## src/rtl/roce_rx_ip_filter_pkg.sv

```systemverilog
// Shared constants, FSM state type and header geometry helper for the RoCEv2 RX IP filter.
package roce_rx_ip_filter_pkg;

  localparam logic [15:0] ROCE_UDP_PORT_DEFAULT = 16'd4791;
  localparam logic [7:0]  IPV4_PROTO_UDP        = 8'd17;
  localparam logic [3:0]  IPV4_VERSION          = 4'd4;
  localparam int unsigned IPV4_HDR_BYTES        = 20;
  localparam int unsigned IPV4_PROTO_OFFSET     = 9;
  localparam int unsigned IPV4_DST_OFFSET       = 16;
  localparam int unsigned UDP_DPORT_OFFSET      = 22;
  localparam int unsigned HDR_BYTES             = 24;
  localparam int unsigned BEAT_IDX_W            = 2;

  typedef enum logic [1:0] {
    ST_HDR,
    ST_EMIT,
    ST_PASS,
    ST_DROP
  } filt_state_e;

  // Beats needed to hold the 24-byte IPv4+UDP header prefix.
  function automatic int unsigned hdr_beats(input int unsigned width);
    return (width >= 32'd512) ? 32'd1 : 32'd3;
  endfunction

endpackage

```

## src/rtl/roce_rx_hdr_check.sv

```systemverilog
// Combinational RoCEv2 accept and runt decision over the assembled header prefix.
module roce_rx_hdr_check
  import roce_rx_ip_filter_pkg::*;
#(
  parameter int unsigned WIDTH         = 64,
  parameter int unsigned HDR_BEATS     = hdr_beats(WIDTH),
  parameter logic [15:0] ROCE_UDP_PORT = ROCE_UDP_PORT_DEFAULT
) (
  input  logic [HDR_BEATS*WIDTH-1:0] hdr_flat_i,
  input  logic [WIDTH/8-1:0]         cur_keep_i,
  input  logic                       cur_last_i,
  input  logic [BEAT_IDX_W-1:0]      beat_idx_i,
  input  logic [31:0]                local_ip_i,
  output logic                       accept_c,
  output logic                       runt_c
);

  localparam int unsigned KEEP_W    = WIDTH / 8;
  localparam int unsigned LAST_LANE = (HDR_BYTES - 1) % KEEP_W;
  localparam logic [BEAT_IDX_W-1:0] FINAL_IDX = BEAT_IDX_W'(HDR_BEATS - 1);

  logic [7:0]  ver_ihl;
  logic [7:0]  proto;
  logic [31:0] dst_ip;
  logic [15:0] dport;
  logic        unused_ok;

  // Byte n lives at bit n*8 of the flattened beats, so fields index directly.
  assign ver_ihl = hdr_flat_i[0 +: 8];
  assign proto   = hdr_flat_i[IPV4_PROTO_OFFSET*8 +: 8];
  assign dst_ip  = hdr_flat_i[IPV4_DST_OFFSET*8 +: 32];
  assign dport   = {hdr_flat_i[UDP_DPORT_OFFSET*8 +: 8], hdr_flat_i[(UDP_DPORT_OFFSET+1)*8 +: 8]};

  assign accept_c = (ver_ihl[7:4] == IPV4_VERSION) &&
                    (ver_ihl[3:0] == 4'(IPV4_HDR_BYTES / 4)) &&
                    (proto == IPV4_PROTO_UDP) &&
                    (dst_ip == local_ip_i) &&
                    (dport == ROCE_UDP_PORT);

  assign runt_c = cur_last_i && ((beat_idx_i != FINAL_IDX) || !cur_keep_i[LAST_LANE]);

  assign unused_ok = ^{hdr_flat_i, cur_keep_i};

endmodule

```

## src/rtl/roce_rx_ip_filter.sv

```systemverilog
// Forwards only RoCEv2 packets addressed to this node; drops everything else whole and counts drops.
module roce_rx_ip_filter
  import roce_rx_ip_filter_pkg::*;
#(
  parameter int unsigned WIDTH         = 64,
  parameter logic [15:0] ROCE_UDP_PORT = ROCE_UDP_PORT_DEFAULT
) (
  input  logic               net_clk,
  input  logic               net_rst,
  input  logic               s_axis_rx_data_tvalid,
  output logic               s_axis_rx_data_tready,
  input  logic [WIDTH-1:0]   s_axis_rx_data_tdata,
  input  logic [WIDTH/8-1:0] s_axis_rx_data_tkeep,
  input  logic               s_axis_rx_data_tlast,
  output logic               m_axis_rx_data_tvalid,
  input  logic               m_axis_rx_data_tready,
  output logic [WIDTH-1:0]   m_axis_rx_data_tdata,
  output logic [WIDTH/8-1:0] m_axis_rx_data_tkeep,
  output logic               m_axis_rx_data_tlast,
  input  logic [31:0]        local_ip_address,
  output logic [31:0]        filter_drop_count_data,
  output logic               filter_drop_count_valid,
  output logic [31:0]        runt_drop_count_data,
  output logic               runt_drop_count_valid
);

  localparam int unsigned KEEP_W    = WIDTH / 8;
  localparam int unsigned HDR_BEATS = hdr_beats(WIDTH);
  localparam logic [BEAT_IDX_W-1:0] FINAL_IDX = BEAT_IDX_W'(HDR_BEATS - 1);

  filt_state_e             state_q, state_d;
  logic [BEAT_IDX_W-1:0]   hdr_cnt_q, hdr_cnt_d;
  logic [BEAT_IDX_W-1:0]   emit_idx_q, emit_idx_d;
  logic [WIDTH-1:0]        hdr_data_q [HDR_BEATS];
  logic [WIDTH-1:0]        hdr_data_d [HDR_BEATS];
  logic [KEEP_W-1:0]       hdr_keep_q [HDR_BEATS];
  logic [KEEP_W-1:0]       hdr_keep_d [HDR_BEATS];
  logic [HDR_BEATS-1:0]    hdr_last_q, hdr_last_d;
  logic                    m_valid_q, m_valid_d;
  logic [WIDTH-1:0]        m_data_q, m_data_d;
  logic [KEEP_W-1:0]       m_keep_q, m_keep_d;
  logic                    m_last_q, m_last_d;
  logic [31:0]             filt_cnt_q, filt_cnt_d;
  logic                    filt_vld_q, filt_vld_d;
  logic [31:0]             runt_cnt_q, runt_cnt_d;
  logic                    runt_vld_q, runt_vld_d;

  logic [HDR_BEATS*WIDTH-1:0] hdr_flat_c;
  logic [WIDTH-1:0]           emit_data_c;
  logic [KEEP_W-1:0]          emit_keep_c;
  logic                       emit_last_c;
  logic                       accept_c;
  logic                       runt_c;
  logic                       out_free_c;
  logic                       s_ready_c;

  // Earlier header beats come from the buffer, the final one from the live input.
  always_comb begin
    hdr_flat_c = '0;
    for (int i = 0; i < int'(HDR_BEATS) - 1; i++) begin
      hdr_flat_c[i*WIDTH +: WIDTH] = hdr_data_q[i];
    end
    hdr_flat_c[(HDR_BEATS-1)*WIDTH +: WIDTH] = s_axis_rx_data_tdata;
  end

  always_comb begin
    emit_data_c = hdr_data_q[0];
    emit_keep_c = hdr_keep_q[0];
    emit_last_c = hdr_last_q[0];
    for (int i = 1; i < int'(HDR_BEATS); i++) begin
      if (emit_idx_q == BEAT_IDX_W'(i)) begin
        emit_data_c = hdr_data_q[i];
        emit_keep_c = hdr_keep_q[i];
        emit_last_c = hdr_last_q[i];
      end
    end
  end

  roce_rx_hdr_check #(
    .WIDTH         (WIDTH),
    .HDR_BEATS     (HDR_BEATS),
    .ROCE_UDP_PORT (ROCE_UDP_PORT)
  ) u_hdr_check (
    .hdr_flat_i (hdr_flat_c),
    .cur_keep_i (s_axis_rx_data_tkeep),
    .cur_last_i (s_axis_rx_data_tlast),
    .beat_idx_i (hdr_cnt_q),
    .local_ip_i (local_ip_address),
    .accept_c   (accept_c),
    .runt_c     (runt_c)
  );

  always_comb begin
    state_d    = state_q;
    hdr_cnt_d  = hdr_cnt_q;
    emit_idx_d = emit_idx_q;
    hdr_data_d = hdr_data_q;
    hdr_keep_d = hdr_keep_q;
    hdr_last_d = hdr_last_q;
    m_valid_d  = m_valid_q && !m_axis_rx_data_tready;
    m_data_d   = m_data_q;
    m_keep_d   = m_keep_q;
    m_last_d   = m_last_q;
    filt_cnt_d = filt_cnt_q;
    filt_vld_d = 1'b0;
    runt_cnt_d = runt_cnt_q;
    runt_vld_d = 1'b0;
    out_free_c = !m_valid_q || m_axis_rx_data_tready;
    s_ready_c  = 1'b0;

    unique case (state_q)
      ST_HDR: begin
        s_ready_c = 1'b1;
        if (s_axis_rx_data_tvalid) begin
          for (int i = 0; i < int'(HDR_BEATS); i++) begin
            if (hdr_cnt_q == BEAT_IDX_W'(i)) begin
              hdr_data_d[i] = s_axis_rx_data_tdata;
              hdr_keep_d[i] = s_axis_rx_data_tkeep;
              hdr_last_d[i] = s_axis_rx_data_tlast;
            end
          end
          if (runt_c) begin
            hdr_cnt_d  = '0;
            runt_cnt_d = runt_cnt_q + 32'd1;
            runt_vld_d = 1'b1;
          end else if (hdr_cnt_q == FINAL_IDX) begin
            hdr_cnt_d = '0;
            if (accept_c) begin
              // Load the first header beat right away when the output register is free.
              if (out_free_c) begin
                m_valid_d = 1'b1;
                m_data_d  = hdr_data_d[0];
                m_keep_d  = hdr_keep_d[0];
                m_last_d  = hdr_last_d[0];
                if (HDR_BEATS == 1) begin
                  state_d = hdr_last_d[0] ? ST_HDR : ST_PASS;
                end else begin
                  state_d    = ST_EMIT;
                  emit_idx_d = BEAT_IDX_W'(1);
                end
              end else begin
                state_d    = ST_EMIT;
                emit_idx_d = '0;
              end
            end else begin
              filt_cnt_d = filt_cnt_q + 32'd1;
              filt_vld_d = 1'b1;
              state_d    = s_axis_rx_data_tlast ? ST_HDR : ST_DROP;
            end
          end else begin
            hdr_cnt_d = hdr_cnt_q + BEAT_IDX_W'(1);
          end
        end
      end
      ST_EMIT: begin
        if (out_free_c) begin
          m_valid_d = 1'b1;
          m_data_d  = emit_data_c;
          m_keep_d  = emit_keep_c;
          m_last_d  = emit_last_c;
          if (emit_idx_q == FINAL_IDX) begin
            state_d = emit_last_c ? ST_HDR : ST_PASS;
          end else begin
            emit_idx_d = emit_idx_q + BEAT_IDX_W'(1);
          end
        end
      end
      ST_PASS: begin
        s_ready_c = out_free_c;
        if (s_axis_rx_data_tvalid && out_free_c) begin
          m_valid_d = 1'b1;
          m_data_d  = s_axis_rx_data_tdata;
          m_keep_d  = s_axis_rx_data_tkeep;
          m_last_d  = s_axis_rx_data_tlast;
          if (s_axis_rx_data_tlast) begin
            state_d = ST_HDR;
          end
        end
      end
      ST_DROP: begin
        s_ready_c = 1'b1;
        if (s_axis_rx_data_tvalid && s_axis_rx_data_tlast) begin
          state_d = ST_HDR;
        end
      end
      default: begin
        state_d = ST_HDR;
      end
    endcase
  end

  always_ff @(posedge net_clk) begin
    if (net_rst) begin
      state_q    <= ST_HDR;
      hdr_cnt_q  <= '0;
      emit_idx_q <= '0;
      for (int i = 0; i < int'(HDR_BEATS); i++) begin
        hdr_data_q[i] <= '0;
        hdr_keep_q[i] <= '0;
      end
      hdr_last_q <= '0;
      m_valid_q  <= 1'b0;
      m_data_q   <= '0;
      m_keep_q   <= '0;
      m_last_q   <= 1'b0;
      filt_cnt_q <= '0;
      filt_vld_q <= 1'b0;
      runt_cnt_q <= '0;
      runt_vld_q <= 1'b0;
    end else begin
      state_q    <= state_d;
      hdr_cnt_q  <= hdr_cnt_d;
      emit_idx_q <= emit_idx_d;
      hdr_data_q <= hdr_data_d;
      hdr_keep_q <= hdr_keep_d;
      hdr_last_q <= hdr_last_d;
      m_valid_q  <= m_valid_d;
      m_data_q   <= m_data_d;
      m_keep_q   <= m_keep_d;
      m_last_q   <= m_last_d;
      filt_cnt_q <= filt_cnt_d;
      filt_vld_q <= filt_vld_d;
      runt_cnt_q <= runt_cnt_d;
      runt_vld_q <= runt_vld_d;
    end
  end

  assign s_axis_rx_data_tready   = s_ready_c && !net_rst;
  assign m_axis_rx_data_tvalid   = m_valid_q;
  assign m_axis_rx_data_tdata    = m_data_q;
  assign m_axis_rx_data_tkeep    = m_keep_q;
  assign m_axis_rx_data_tlast    = m_last_q;
  assign filter_drop_count_data  = filt_cnt_q;
  assign filter_drop_count_valid = filt_vld_q;
  assign runt_drop_count_data    = runt_cnt_q;
  assign runt_drop_count_valid   = runt_vld_q;

endmodule

```

## config.mk

```make
export PLATFORM = sky130hd
export DESIGN_NAME = roce_rx_ip_filter
export DESIGN_NICKNAME = d
export VERILOG_FILES = /design/src/rtl/roce_rx_ip_filter_pkg.sv /design/src/rtl/roce_rx_hdr_check.sv /design/src/rtl/roce_rx_ip_filter.sv
export SDC_FILE = /design/constraint.sdc
export NUM_CORES = 1
export LEC_CHECK = 0
export CAP_MARGIN = 20
export CORE_MARGIN = 2
export CORE_UTILIZATION = 59
export DETAILED_ROUTE_END_ITERATION = 8
export PLACE_DENSITY_LB_ADDON = 0.08
export SYNTH_ARGS = -nofsm -noshare
export SYNTH_HDL_FRONTEND = slang
export SYNTH_HIERARCHICAL = 1
export SYNTH_SLANG_ARGS = --single-unit
```

## constraint.sdc

```tcl
create_clock -name net_clk -period 6.69 [get_ports net_clk]
set_input_delay 0.669 -clock net_clk [delete_from_list [all_inputs] [get_ports net_clk]]
set_output_delay 0.669 -clock net_clk [all_outputs]
set_load 0.05 [all_outputs]
```

Yosys cells after proc, flatten, opt, wreduce, memory -nomap -nowiden. Cells that the tools add are included.

Bits in registers: 365. Bits of input ports: 109. Output and inout bits: 141. Logic and storage cells: 148.

Add/sub/neg operators: 4. Equal/unequal tests: 24. Multiplexer cells: 65. Bitwise logic cells: 5. Reductions and logical operators: 30.

Operators by type and width (count): 64-bit 2-to-1 mux (10); 64-bit one-hot mux with 3 select lines (1); 8-bit 2-to-1 mux (10); 32-bit by 1-bit adder with 32-bit output, second input constant (2); 2-bit 2-to-1 mux (19); 32-bit == test (1); 2-bit != test, second input constant (12); 8-bit one-hot mux with 3 select lines (1); 1-bit 2-to-1 mux (19); 16-bit by 13-bit == test with 1-bit output, second input constant (1); 8-bit AND reduction (2); 1-bit logical AND (9); 3-bit AND reduction (3); 2-bit == test, second input constant (4); 4-bit by 3-bit == test with 1-bit output, second input constant (2); 8-bit by 5-bit == test with 1-bit output, second input constant (1); 2-bit one-hot mux with 4 select lines (1); 7-bit AND reduction (1); 2-bit by 1-bit == test with 1-bit output, second input constant (3); 1-bit one-hot mux with 3 select lines (2); 1-bit inverter (5); 5-bit AND reduction (1); 5-bit OR reduction (1); 2-bit by 1-bit adder with 2-bit output, second input constant (2); 10 further kinds (15).

Depth between registers and ports, before layout. Gate-level depths: netlist (run 1).

Depth after elaboration: 10. Mapped depth: 10. Gate-level depth less buffers: 9.

Cells and area by module. The synthesis (run 1) kept the hierarchy.

Modules (own cells, without submodules): roce_rx_ip_filter (instances 1, cells each 2093, area an instance 16544.6 um2, sequential area each 7307.0 um2); roce_rx_hdr_check (instances 1, cells each 57, area an instance 485.5 um2, sequential area each 0.0 um2).

Worst setup path before layout (run 1). Ideal clock, no wire load.

Path type: register -> output. From: reg state_q[0]. To: out s_axis_rx_data_tready. Arrival: 2.599 ns. Data required time: 6.021 ns. Path slack: 3.422 ns. Stages on the path, launching flop included: 8. Cell sequence: dfxtp_1 -> inv_1 -> ha_1 -> clkbuf_1 -> clkbuf_1 -> buf_1 -> nand2_1 -> a211oi_1.

Longest elaborated chain between the ends: 4.

Ends and longest elaborated chain: start: declaration (line roce_rx_ip_filter.sv:31) `filt_state_e state_q, state_d;`; start signal: assignment (line roce_rx_ip_filter.sv:211) `state_q <= state_d;`; 2-bit == test / 2-bit zero test (equally long branches) (line roce_rx_ip_filter.sv:111) `unique case (state_q)`; 2-bit OR reduction (no line); 1-bit one-hot mux with 2 select lines (*) (line roce_rx_ip_filter.sv:111); 1-bit logical AND (*) (line roce_rx_ip_filter.sv:228) `assign s_axis_rx_data_tready = s_ready_c && !net_rst;`; end: declaration (line roce_rx_ip_filter.sv:11) `output logic s_axis_rx_data_tready,`.

Every way passes the cells marked *; elsewhere a longest branch is shown, timed or not.

Worst setup path after layout (run 1).
From: in s_axis_rx_data_tdata[50]. To: reg m_data_q[18] (netlist: m_axis_rx_data_tdata[18]).

Longest elaborated chain between the ends: 4.

Ends and longest elaborated chain: start: declaration (line roce_rx_ip_filter.sv:12) `input logic [WIDTH-1:0] s_axis_rx_data_tdata,`; 16-bit by 13-bit == test with 1-bit output (line roce_rx_hdr_check.sv:38) `(dport == ROCE_UDP_PORT);`; 1-bit logical AND (line roce_rx_hdr_check.sv:37) `(dst_ip == local_ip_i) &&`; via accept_c (line roce_rx_ip_filter.sv:52) `logic accept_c;`; 2-bit != test (no line); 8-bit AND reduction (no line); end signal: assignment (line roce_rx_ip_filter.sv:218) `m_data_q <= m_data_d;`; end: declaration (line roce_rx_ip_filter.sv:40) `logic [WIDTH-1:0] m_data_q, m_data_d;`.

The timed path passes the listed nets, and every way through them passes these cells. A chain may end at the register's enable or synchronous reset.

==> out/results.txt, run 1 <==
Status: finished clean
Number of global-route vias before repair: 15,400
Cells after synthesis: 2,150
Die ar.: 30,200 um2
RR Startpoint: hdr_data_q[128]$_SDFFE_PP0P_
R2R setup slack: 2890 ps
Initial Util: 59.7%
#FFs+latches synth: 365
Worst Path Max Fanout: 42
CP Class: input port to flip-flop
Initial drt markers: 1,749
Post-CTS resize count: 0
Fin Setup TNS: 0 ps
Min-delay src: hdr_data_q[99]$_SDFFE_PP0P_
Post-synthesis xor/xnor area fraction: 4.17%
Synth async-reset ratio: 0%
Die height: 174 um
Fillers: 2,278
Cell taking the most area after synthesis: dfxtp_1
Area after DPL: 19,600 um2
Gr ovfl total: 0
EDFF count, synth: 0
Routed WL: 51.5 mm
Mean number of vias per cell: 6.06
CTS Buffer Depth: 3
Setup violations, final: 0
Initial antenna violation count: 1
Post-synthesis mux area share: 8.58%
Seq/Total Area, Yosys: 42.9%
Count leader, synth: nand2_1
Postcts setup bufs: 0
Nature of the critical path endpoint: flip-flop
Routed wl met3: 4.33 mm
IO buf count: 249
Fin. max-slew vios: 0
H-Tree Depth: 2
Syn_nets: 2,268
Final Critical Period: 4280 ps
Worst hold path class: flip-flop to flip-flop
Total CTS buffers: 39
DR WL met2: 24.7 mm
Post-CTS Hold Fix Bufs: 0
RSZ-0062 raised after global routing: false
Fmax achieved: 0.234 GHz
DR top layer: met4
Final instance area: 20,900 um2
Clk_lat worst skew: 540 ps
DR pass1 iterations: 6
Post-Synth Adder-Cell Area: 0.661%
Post-synthesis simple-gate area fraction: 22.2%
Core footprint: 28,500 um2
Area contributors post-synth: dfxtp_1, nand2_1, a21oi_1, mux2i_1, mux2_2
Area growth, synth to finish: 22.5%
Clock-pin transition on the worst setup and hold timing paths: 60 ps
M1 WL: 21.0 mm
Mean Syn Cell Area: 7.92 um2
Worst EP arrival: 4630 ps
Synth cell count leaders: nand2_1, dfxtp_1, a21oi_1
Final Cycle Share: 64.0%
Yosys warns: 6
Primary FF master, synth: dfxtp_1
# IOs: 250
Post-synthesis compound-gate area fraction: 17.5%
Leakage power: 6.61 nW
Worst-case reg-to-reg path depth: 9
Reg-to-Reg End: m_axis_rx_data_tdata[18]$_SDFFE_PP0P_
Largest family of logic cells by synthesized area: simple AND/OR/NAND/NOR gates
Largest net degree at the start of global routing: 230
CTS root buffer: clkbuf_16
Final net count: 2,407
Post-synth cell types: 55
TritonCTS clock tree: yes
Post-DP HPWL: 29.2 mm
Die X-Extent: 174 um
Number of routed nets with antenna violations: 0
Startpoint class of the critical path: input port
Global-route wire length before repair: 81.0 mm
DRC viols: 0
Synthesized area: 17,000 um2
Max_cap viols: 0
Hold EP: hdr_data_q[99]$_SDFFE_PP0P_
Avg WL per Cell: 19.0 um
Total clock sinks: 365
Placer congestion estimate: 0.834
Slew @ Worst Pin: 1120 ps
Share of cells above drive strength 1: 7.12%
Post-synth top area share: 42.9%
GRT Util Overall: 32.6%
Row count: 62
Fin. Hold Viols: 0
Clock skew: 21.8 ps
Min-Delay Path Depth: 2
Pwr/cell area: 358 nW/um2
Via count: 16,400
Worst vdd ir: 0.266 mV
WP data required: 7040 ps
Relative slew slack: 25.2%
how the worst max path moves through the flow:
stage                     depth (start not counted)                startpoint                                     to
final                                            10  s_axis_rx_data_tdata[50]  m_axis_rx_data_tdata[18]$_SDFFE_PP0P_
after global routing                             10  s_axis_rx_data_tdata[50]  m_axis_rx_data_tdata[17]$_SDFFE_PP0P_
after CTS                                        10  s_axis_rx_data_tdata[50]  m_axis_rx_data_tdata[18]$_SDFFE_PP0P_
after detailed placement                         10  s_axis_rx_data_tdata[50]  m_axis_rx_data_tdata[21]$_SDFFE_PP0P_
after global placement                           10  s_axis_rx_data_tdata[50]  m_axis_rx_data_tdata[37]$_SDFFE_PP0P_
after floorplan                                   7   state_q[0]$_SDFFE_PP0P_                  s_axis_rx_data_tready
state kept, by name, indices dropped and copies added, names as in the netlist, 3 cells and up:
signal and cells:
m_axis_rx_data_tdata 64, filter_drop_count_data 32, hdr_data_q 192, runt_drop_count_data 32
hdr_last_q 3, hdr_keep_q 24, m_axis_rx_data_tkeep 8
per-stage QoR:
step / utilization (%) / setup WS [ps] / cells / hold slack [ps] / total power, W
2_1_floorplan: - / 3420 / 2150 / 436 / 0.00439
3_3_place_gp: 68.5 / 2080 / 2630 / 441 / 0.00519
3_5_place_dp: 68.5 / 1990 / 2630 / 447 / 0.00525
4_1_cts: 73.1 / 2540 / 2700 / 455 / 0.00744
5_1_grt: 73.1 / 2180 / 2703 / 467 / 0.00775
6_report: 73.1 / 2410 / 2704 / 455 / 0.00746
cell families (layout without fill, tap and decap cells):
| group | Yosys count | in the layout |
|---|---|---|
| and+or+nand+nor | 890 | 890 |
| AOI/OAI and AO/OA | 489 | 489 |
| DFF | 365 | 365 |
| buffers and inverters | 178 | 346 |
| muxes | 138 | 138 |
| xor gates and xnor gates | 81 | 81 |
| adders and majority gates | 9 | 9 |
| other | 0 | 2 |
cells in the final DEF, fill, tap and decap left out, types with 21 or more instances in the layout:
| master | instances |
|---|---|
| nor2_1 | 80 |
| xor2_1 | 49 |
| mux2_2 | 64 |
| dfxtp_1 | 365 |
| nand3_1 | 21 |
| xnor2_1 | 32 |
| clkdlybuf4s50_1 | 248 |
| o21ai_0 | 27 |
| clkbuf_16 | 39 |
| mux2i_1 | 74 |
| o2111ai_1 | 63 |
| nand4_1 | 26 |
| a21oi_1 | 298 |
| nand2_1 | 667 |
| o211ai_1 | 64 |
per-layer routing:
layer,vias to the layer above,global-route usage [%]
met3,107,5.86
li1,7737,-
met4,0,11.4
met1,7830,42.3
met5,-,0
met2,713,54.9
worst max-delay path, cell delays in order:
cell	delay, ps
clkdlybuf4s50_1	520
nor4b_2	670
nand4_1	210
or3_1	380
nor4_2	480
a21boi_1	310
a2111o_2	680
buf_4	420
nand2_1	170
a21oi_1	90
final cells by class:
type	instances	area (um2)	share of cell area [%]
multi-input combinational	1607	9120	43.7
sequential	365	7310	35.0
timing repair buffer	264	2620	12.5
clock buffer	53	1070	5.12
tap	384	480	2.30
clock inverter	17	226	1.09
inverter	12	45.0	0.216
antenna	2	5.00	0.0240
report_power, final:
part / switching [W] / leakage [nW] / internal (W)
combinational: 0.00174 / 3.01 / 0.000840
clock: 0.000899 / 0.633 / 0.00132
sequential: 0.000204 / 2.96 / 0.00246
total: 0.00284 / 6.61 / 0.00462
Power figures use the tool's default switching activity.
==> run 2, diff against run 1 <==
CORE_UTILIZATION = 55   (was 59)
clock period = 4.4 ns   (was 6.69 ns; I/O delays follow)
==> run 2 against run 1 <==
Wire length up 0.86%. Total power is 52% higher. Via count fell by 0.15%. Hold slack worse by 43 ps. Clock power up 51%. Cell area up 0.40%. Global-route usage is 2.1 points lower. Critical endpoint is now m_axis_rx_data_tdata[59]$_SDFFE_PP0P_. Largest cell class unchanged.
==> out/results.txt, run 2 (synthesis results as in run 1) <==
Initial Util: 55.8% (-3.8 points)
Post-CTS resize count: 0 (unchanged)
Clock-pin transition on the worst setup and hold timing paths: 60 ps (about the same)
Worst vdd ir: 0.383 mV (+44%)
Total Power: 0.0114 W (+52%)
Total CTS buffers: 40 (+2.6%)
RSZ-0062 raised after global routing: false
Slew @ Worst Pin: 1110 ps (-16.1 ps)
WHS: 411 ps (-43.4 ps)
Fin. max-slew vios: 0 (unchanged)
Die height: 180 um (+3.5%)
Max_cap viols: 0 (unchanged)
Fin Setup TNS: 0 ps (unchanged)
Core footprint: 30,500 um2 (+6.9%)
IO buf count: 249 (unchanged)
Min-Delay Path Depth: 2 (unchanged)
Area growth, synth to finish: 23.0%
# IOs: 250 (unchanged)
CTS Buffer Depth: 3 (unchanged)
Worst EP arrival: 4090 ps (-540 ps)
Initial antenna violation count: 2 (+1)
DR pass1 iterations: 6 (unchanged)
H-Tree Depth: 2 (unchanged)
Final Critical Period: 3670 ps
DRC viols: 0 (unchanged)
Leakage power: 6.65 nW (+0.65%)
Pwr/cell area: 543 nW/um2 (+52%)
Startpoint class of the critical path: input port
Fmax achieved: 0.272 GHz
Row count: 64 (+3.2%)
ANT cells: 0 (-2)
Total clock sinks: 365 (unchanged)
Post-DP HPWL: 30.2 mm (+3.3%)
Post-CTS Hold Fix Bufs: 0 (unchanged)
Share of cells above drive strength 1: 7.24% (+0.13 points)
Die X-Extent: 180 um (+3.5%)
Postcts setup bufs: 0 (unchanged)
CP Class: input port to flip-flop
Most flop-heavy register: hdr_data_q
Status: finished clean
Initial drt markers: 1,625 (-7.1%)
Largest net degree at the start of global routing: 219 (-4.8%)
Number of global-route vias before repair: 15,500 (+0.28%)
Global-route wire length before repair: 81.7 mm (+0.93%)
TritonCTS clock tree: yes
Setup violations, final: 0 (unchanged)
Max reg flops: 192 (unchanged)
CTS root buffer: clkbuf_16
Routed WL: 52.0 mm (+0.86%)
Via count: 16,400 (-0.15%)
Most frequent cells in the layout: nand2_1, dfxtp_1, a21oi_1
Fillers: 2,504 (+9.9%)
Nature of the critical path endpoint: flip-flop
Relative slew slack: 26.3% (+1.1 points)
Mean number of vias per cell: 6.03 (-0.55%)
Clock skew: 17.0 ps (-4.81 ps)
Avg WL per Cell: 19.1 um (+0.45%)
Fin. Hold Viols: 0 (unchanged)
Gr ovfl total: 0 (unchanged)
Commonest non-fill, non-tap cell in the layout: nand2_1
Core Util, Final: 68.7% (-4.4 points)
Worst hold path class: input port to flip-flop
GRT Util Overall: 30.5% (-2.1 points)
Clk_lat worst skew: 530 ps (about the same)
Final Cycle Share: 83.4%
Placer congestion estimate: 0.804 (-3.6%)
WP data required: 4820 ps (-2220 ps)
Die ar.: 32,400 um2 (+7.1%)
Final net count: 2,415 (+0.33%)
Number of routed nets with antenna violations: 0 (unchanged)
Worst Path Max Fanout: 35 (-17%)
Worst-case reg-to-reg path depth: 9 (unchanged)
-- run 2: worst paths after layout --
kind,from,slack (ps),to
hold / removal,net_rst,410,filter_drop_count_data[13]$_SDFFE_PP0P_
setup reg to reg,hdr_data_q[128]$_SDFFE_PP0P_,950,m_axis_rx_data_tdata[59]$_SDFFE_PP0P_
hold reg to reg,hdr_data_q[106]$_SDFFE_PP0P_,450,hdr_data_q[106]$_SDFFE_PP0P_
setup / recovery,s_axis_rx_data_tdata[53],730,m_axis_rx_data_tdata[59]$_SDFFE_PP0P_
-- run 2: stage by stage --
stage,cell area [um2],setup slack [ps],instances
global route,21000,519,2715
detailed placement,19700,272,2650
finish,21000,730,2715
global placement,19700,372,2650
CTS,20900,772,2714
floorplan,17000,1360,2150
-- run 2: worst max-delay path, stage by stage --
cell,delay [ps]
clkdlybuf4s50_1,520
nor4b_2,670
nand4_1,180
or3_1,370
nor4_2,340
a21boi_1,270
a2111oi_2,450
buf_4,500
nor2_1,80
a211oi_1,250
-- run 2: power breakdown --
| part | total [W] | internal (W) | switching, W | leakage [nW] |
|---|---|---|---|---|
| combinational | 0.00396 | 0.00130 | 0.00266 | 3.05 |
| clock | 0.00336 | 0.00203 | 0.00134 | 0.635 |
| sequential | 0.00404 | 0.00374 | 0.000302 | 2.96 |
-- run 2: per-layer routing --
metal | vias up | track usage, % | routed length (um)
met5 | - | 0 | 30
met4 | 4 | 10.1 | 1490
met1 | 7874 | 39.9 | 22000
li1 | 7727 | - | -
met2 | 653 | 51.7 | 24600
met3 | 105 | 4.44 | 3840
-- run 2: final cells by class --
cell class                 count  area [um2]  area share (%)
timing repair buffer         271        2700            12.9
clock buffer                  55        1140            5.43
tap                          396         495            2.36
clock inverter                 9         149           0.711
inverter                      12        45.0           0.215
multi-input combinational   1607        9120            43.5
sequential                   365        7310            34.9
==> run 3, diff against run 2 <==
CORE_UTILIZATION = 49   (was 55)
clock period = 2.9 ns   (was 4.4 ns; I/O delays follow)
==> run 3 against run 2 <==
Cell area up 5.1%. Largest cell class unchanged. Worst setup slack worse by 680 ps. Sequential power up 51%. Count of clock-buffer cells in the layout up 5. Critical path type unchanged.
==> out/results.txt, run 3 (synthesis results as in run 1) <==
# IOs: 250 (unchanged)
Share of cells above drive strength 1: 11.6% (+4.4 points)
Routed WL: 53.3 mm (+2.7%)
Largest net degree at the start of global routing: 142 (-35%)
Mean number of vias per cell: 5.76 (-4.5%)
Leakage power: 7.22 nW (+8.6%)
Critical-path cell with the highest stage delay: clkdlybuf4s50_1
Post-DP HPWL: 32.3 mm (+7.0%)
Total clock sinks: 365 (unchanged)
Clk_lat worst skew: 540 ps (about the same)
Initial Util: 49.5% (-6.3 points)
Max_cap viols: 0 (unchanged)
Fillers: 2,955 (+18%)
Avg WL per Cell: 18.6 um (-2.8%)
Delay-heaviest family, CP: simple AND/OR/NAND/NOR gates
Area growth, synth to finish: 29.3%
GRT Util Overall: 28.4% (-2.1 points)
TritonCTS clock tree: yes
Die X-Extent: 190 um (+5.8%)
Storage element area: 7310 um2 (+0.10%)
Initial antenna violation count: 0 (-2)
Post-CTS Hold Fix Bufs: 0 (unchanged)
CP Class: input port to flip-flop
Global-route wire length before repair: 82.8 mm (+1.4%)
Max reg flops: 192 (unchanged)
Clock skew: 22.9 ps (+5.89 ps)
Worst slack, placed: -785 ps (-1060 ps)
Via count: 16,500 (+0.92%)
Core footprint: 34,400 um2 (+13%)
Final Cycle Share: 98.2%
Core Util, Final: 64.1% (-4.6 points)
Critical path endpoint: filter_drop_count_data[24]$_SDFFE_PP0P_
Reg-to-Reg End: m_axis_rx_data_tdata[58]$_SDFFE_PP0P_
Final Critical Period: 2850 ps
Worst hold path class: input port to flip-flop
Critical Path Source: s_axis_rx_data_tdata[1]
IO buf count: 249 (unchanged)
Setup violations, final: 0 (unchanged)
Slew @ Worst Pin: 1020 ps (-87.2 ps)
Crit-path cells: clkdlybuf4s50_1, xor2_2, buf_4, nor4_4, nand4_1, nor4_2, buf_4, buf_12, and4bb_4, nand4_4, or4_4, or3_1, a21oi_1
Slowest stage delay, CP: 520 ps (-150 ps)
Min-Delay Path Depth: 3 (+1)
CTS Buffer Depth: 3 (unchanged)
Placer congestion estimate: 0.807 (+0.39%)
Row count: 68 (+6.3%)
DRC viols: 0 (unchanged)
Fin. Hold Viols: 0 (unchanged)
Placed insts: 2,794 (+5.4%)
Fin Setup TNS: 0 ps (unchanged)
Clock-pin transition on the worst setup and hold timing paths: 60 ps (about the same)
Commonest non-fill, non-tap cell in the layout: nand2_1
Number of routed nets with antenna violations: 0 (unchanged)
Worst Path Max Fanout: 8 (-77%)
Pwr/cell area: 796 nW/um2 (+47%)
Cell mode on critical path: buf_4
Most flop-heavy register: hdr_data_q
Number of global-route vias before repair: 15,500 (unchanged)
CTS root buffer: clkbuf_16
Final instance area: 22,000 um2 (+5.1%)
Most frequent cells in the layout: nand2_1, dfxtp_1, a21oi_1
WP data required: 3350 ps (-1470 ps)
Relative slew slack: 32.1% (+5.8 points)
DR pass1 iterations: 8 (+2)
Multi-input logic area: 9260 um2 (+1.5%)
H-Tree Depth: 2 (unchanged)
Die ar.: 36,300 um2 (+12%)
RSZ-0062 raised after global routing: true
R2R setup slack: 70 ps (-880 ps)
Startpoint class of the critical path: input port
Area after DPL: 20,500 um2 (+4.3%)
CP Depth: 13 (+3)
Worst setup margin: 52.6 ps (-677 ps)
Gr ovfl total: 0 (unchanged)
Die height: 190 um (+5.8%)
Status: finished clean
Nature of the critical path endpoint: flip-flop
CP Buf/Inv Count: 4 (+2)
Final cell count without fillers: 2,868 (+5.6%)
Fmax achieved: 0.351 GHz
Initial drt markers: 1,343 (-17%)
Fin. max-slew vios: 0 (unchanged)
Final net count: 2,505 (+3.7%)
ANT cells: 0 (unchanged)
Worst EP arrival: 3300 ps (-790 ps)
RR Startpoint: hdr_data_q[75]$_SDFFE_PP0P_
Worst vdd ir: 0.498 mV (+30%)
Total CTS buffers: 41 (+2.5%)
Worst-case reg-to-reg path depth: 12 (+3)
==> run 3: worst min-delay path by stage <==
stage	endpoint	slack (ps)	start
floorplan	hdr_data_q[0]$_SDFFE_PP0P_	430	s_axis_rx_data_tdata[0]
global placement	hdr_data_q[70]$_SDFFE_PP0P_	440	hdr_data_q[70]$_SDFFE_PP0P_
detailed placement	m_axis_rx_data_tdata[30]$_SDFFE_PP0P_	450	m_axis_rx_data_tdata[30]$_SDFFE_PP0P_
CTS	filter_drop_count_data[21]$_SDFFE_PP0P_	200	net_rst
global route	hdr_data_q[85]$_SDFFE_PP0P_	140	s_axis_rx_data_tdata[21]
finish	hdr_data_q[149]$_SDFFE_PP0P_	130	s_axis_rx_data_tdata[21]
==> run 3: through the flow <==
step	hold slack, ps	total power, W
floorplan	426	0.0101
global placement	442	0.0124
finish	128	0.0175
global route	139	0.0183
detailed placement	446	0.0125
CTS	197	0.0174
==> run 3: what timing repair did <==
action                                  4_1_cts  5_1_grt
cloned                                        0        2
hold endpoints to repair                      0        0
setup buffers                                 0        4
gates resized for setup                       6       25
pin swaps                                     2       10
endpoints found under the setup margin       81       81
==> run 3: metal layers <==
| metal | GRT usage (%) | share of wire (%) | up-vias |
|---|---|---|---|
| li1 | - | - | 7916 |
| met5 | 0 | 0 | - |
| met3 | 4.34 | 6.6 | 106 |
| met2 | 47.7 | 47 | 619 |
| met1 | 37.5 | 44 | 7873 |
| met4 | 8.65 | 2.6 | 0 |
==> run 3: power by group <==
| part | leakage (nW) | switching, W | internal [W] | total, W |
|---|---|---|---|---|
| sequential | 2.96 | 0.000434 | 0.00568 | 0.00612 |
| clock | 0.634 | 0.00203 | 0.00290 | 0.00493 |
| combinational | 3.63 | 0.00416 | 0.00233 | 0.00648 |
| total | 7.22 | 0.00662 | 0.0109 | 0.0175 |
==> run 3: tightest hold or removal path: cells and delay by family <==
family	cells	cell delay [ps]
and+or+nand+nor	1	80
AOI/OAI and AO/OA	1	50
buffers and inverters	1	190
==> run 3: cell type report <==
| class | count | area share (%) |
|---|---|---|
| Clock inverter | 9 | 0.222 |
| Timing Repair Buffer | 360 | 16.2 |
| Sequential cell | 365 | 33.2 |
| Inverter | 12 | 0.205 |
| Clock buffer | 60 | 5.54 |
| Multi-Input combinational cell | 1607 | 42.0 |
| Tap cell | 455 | 2.58 |
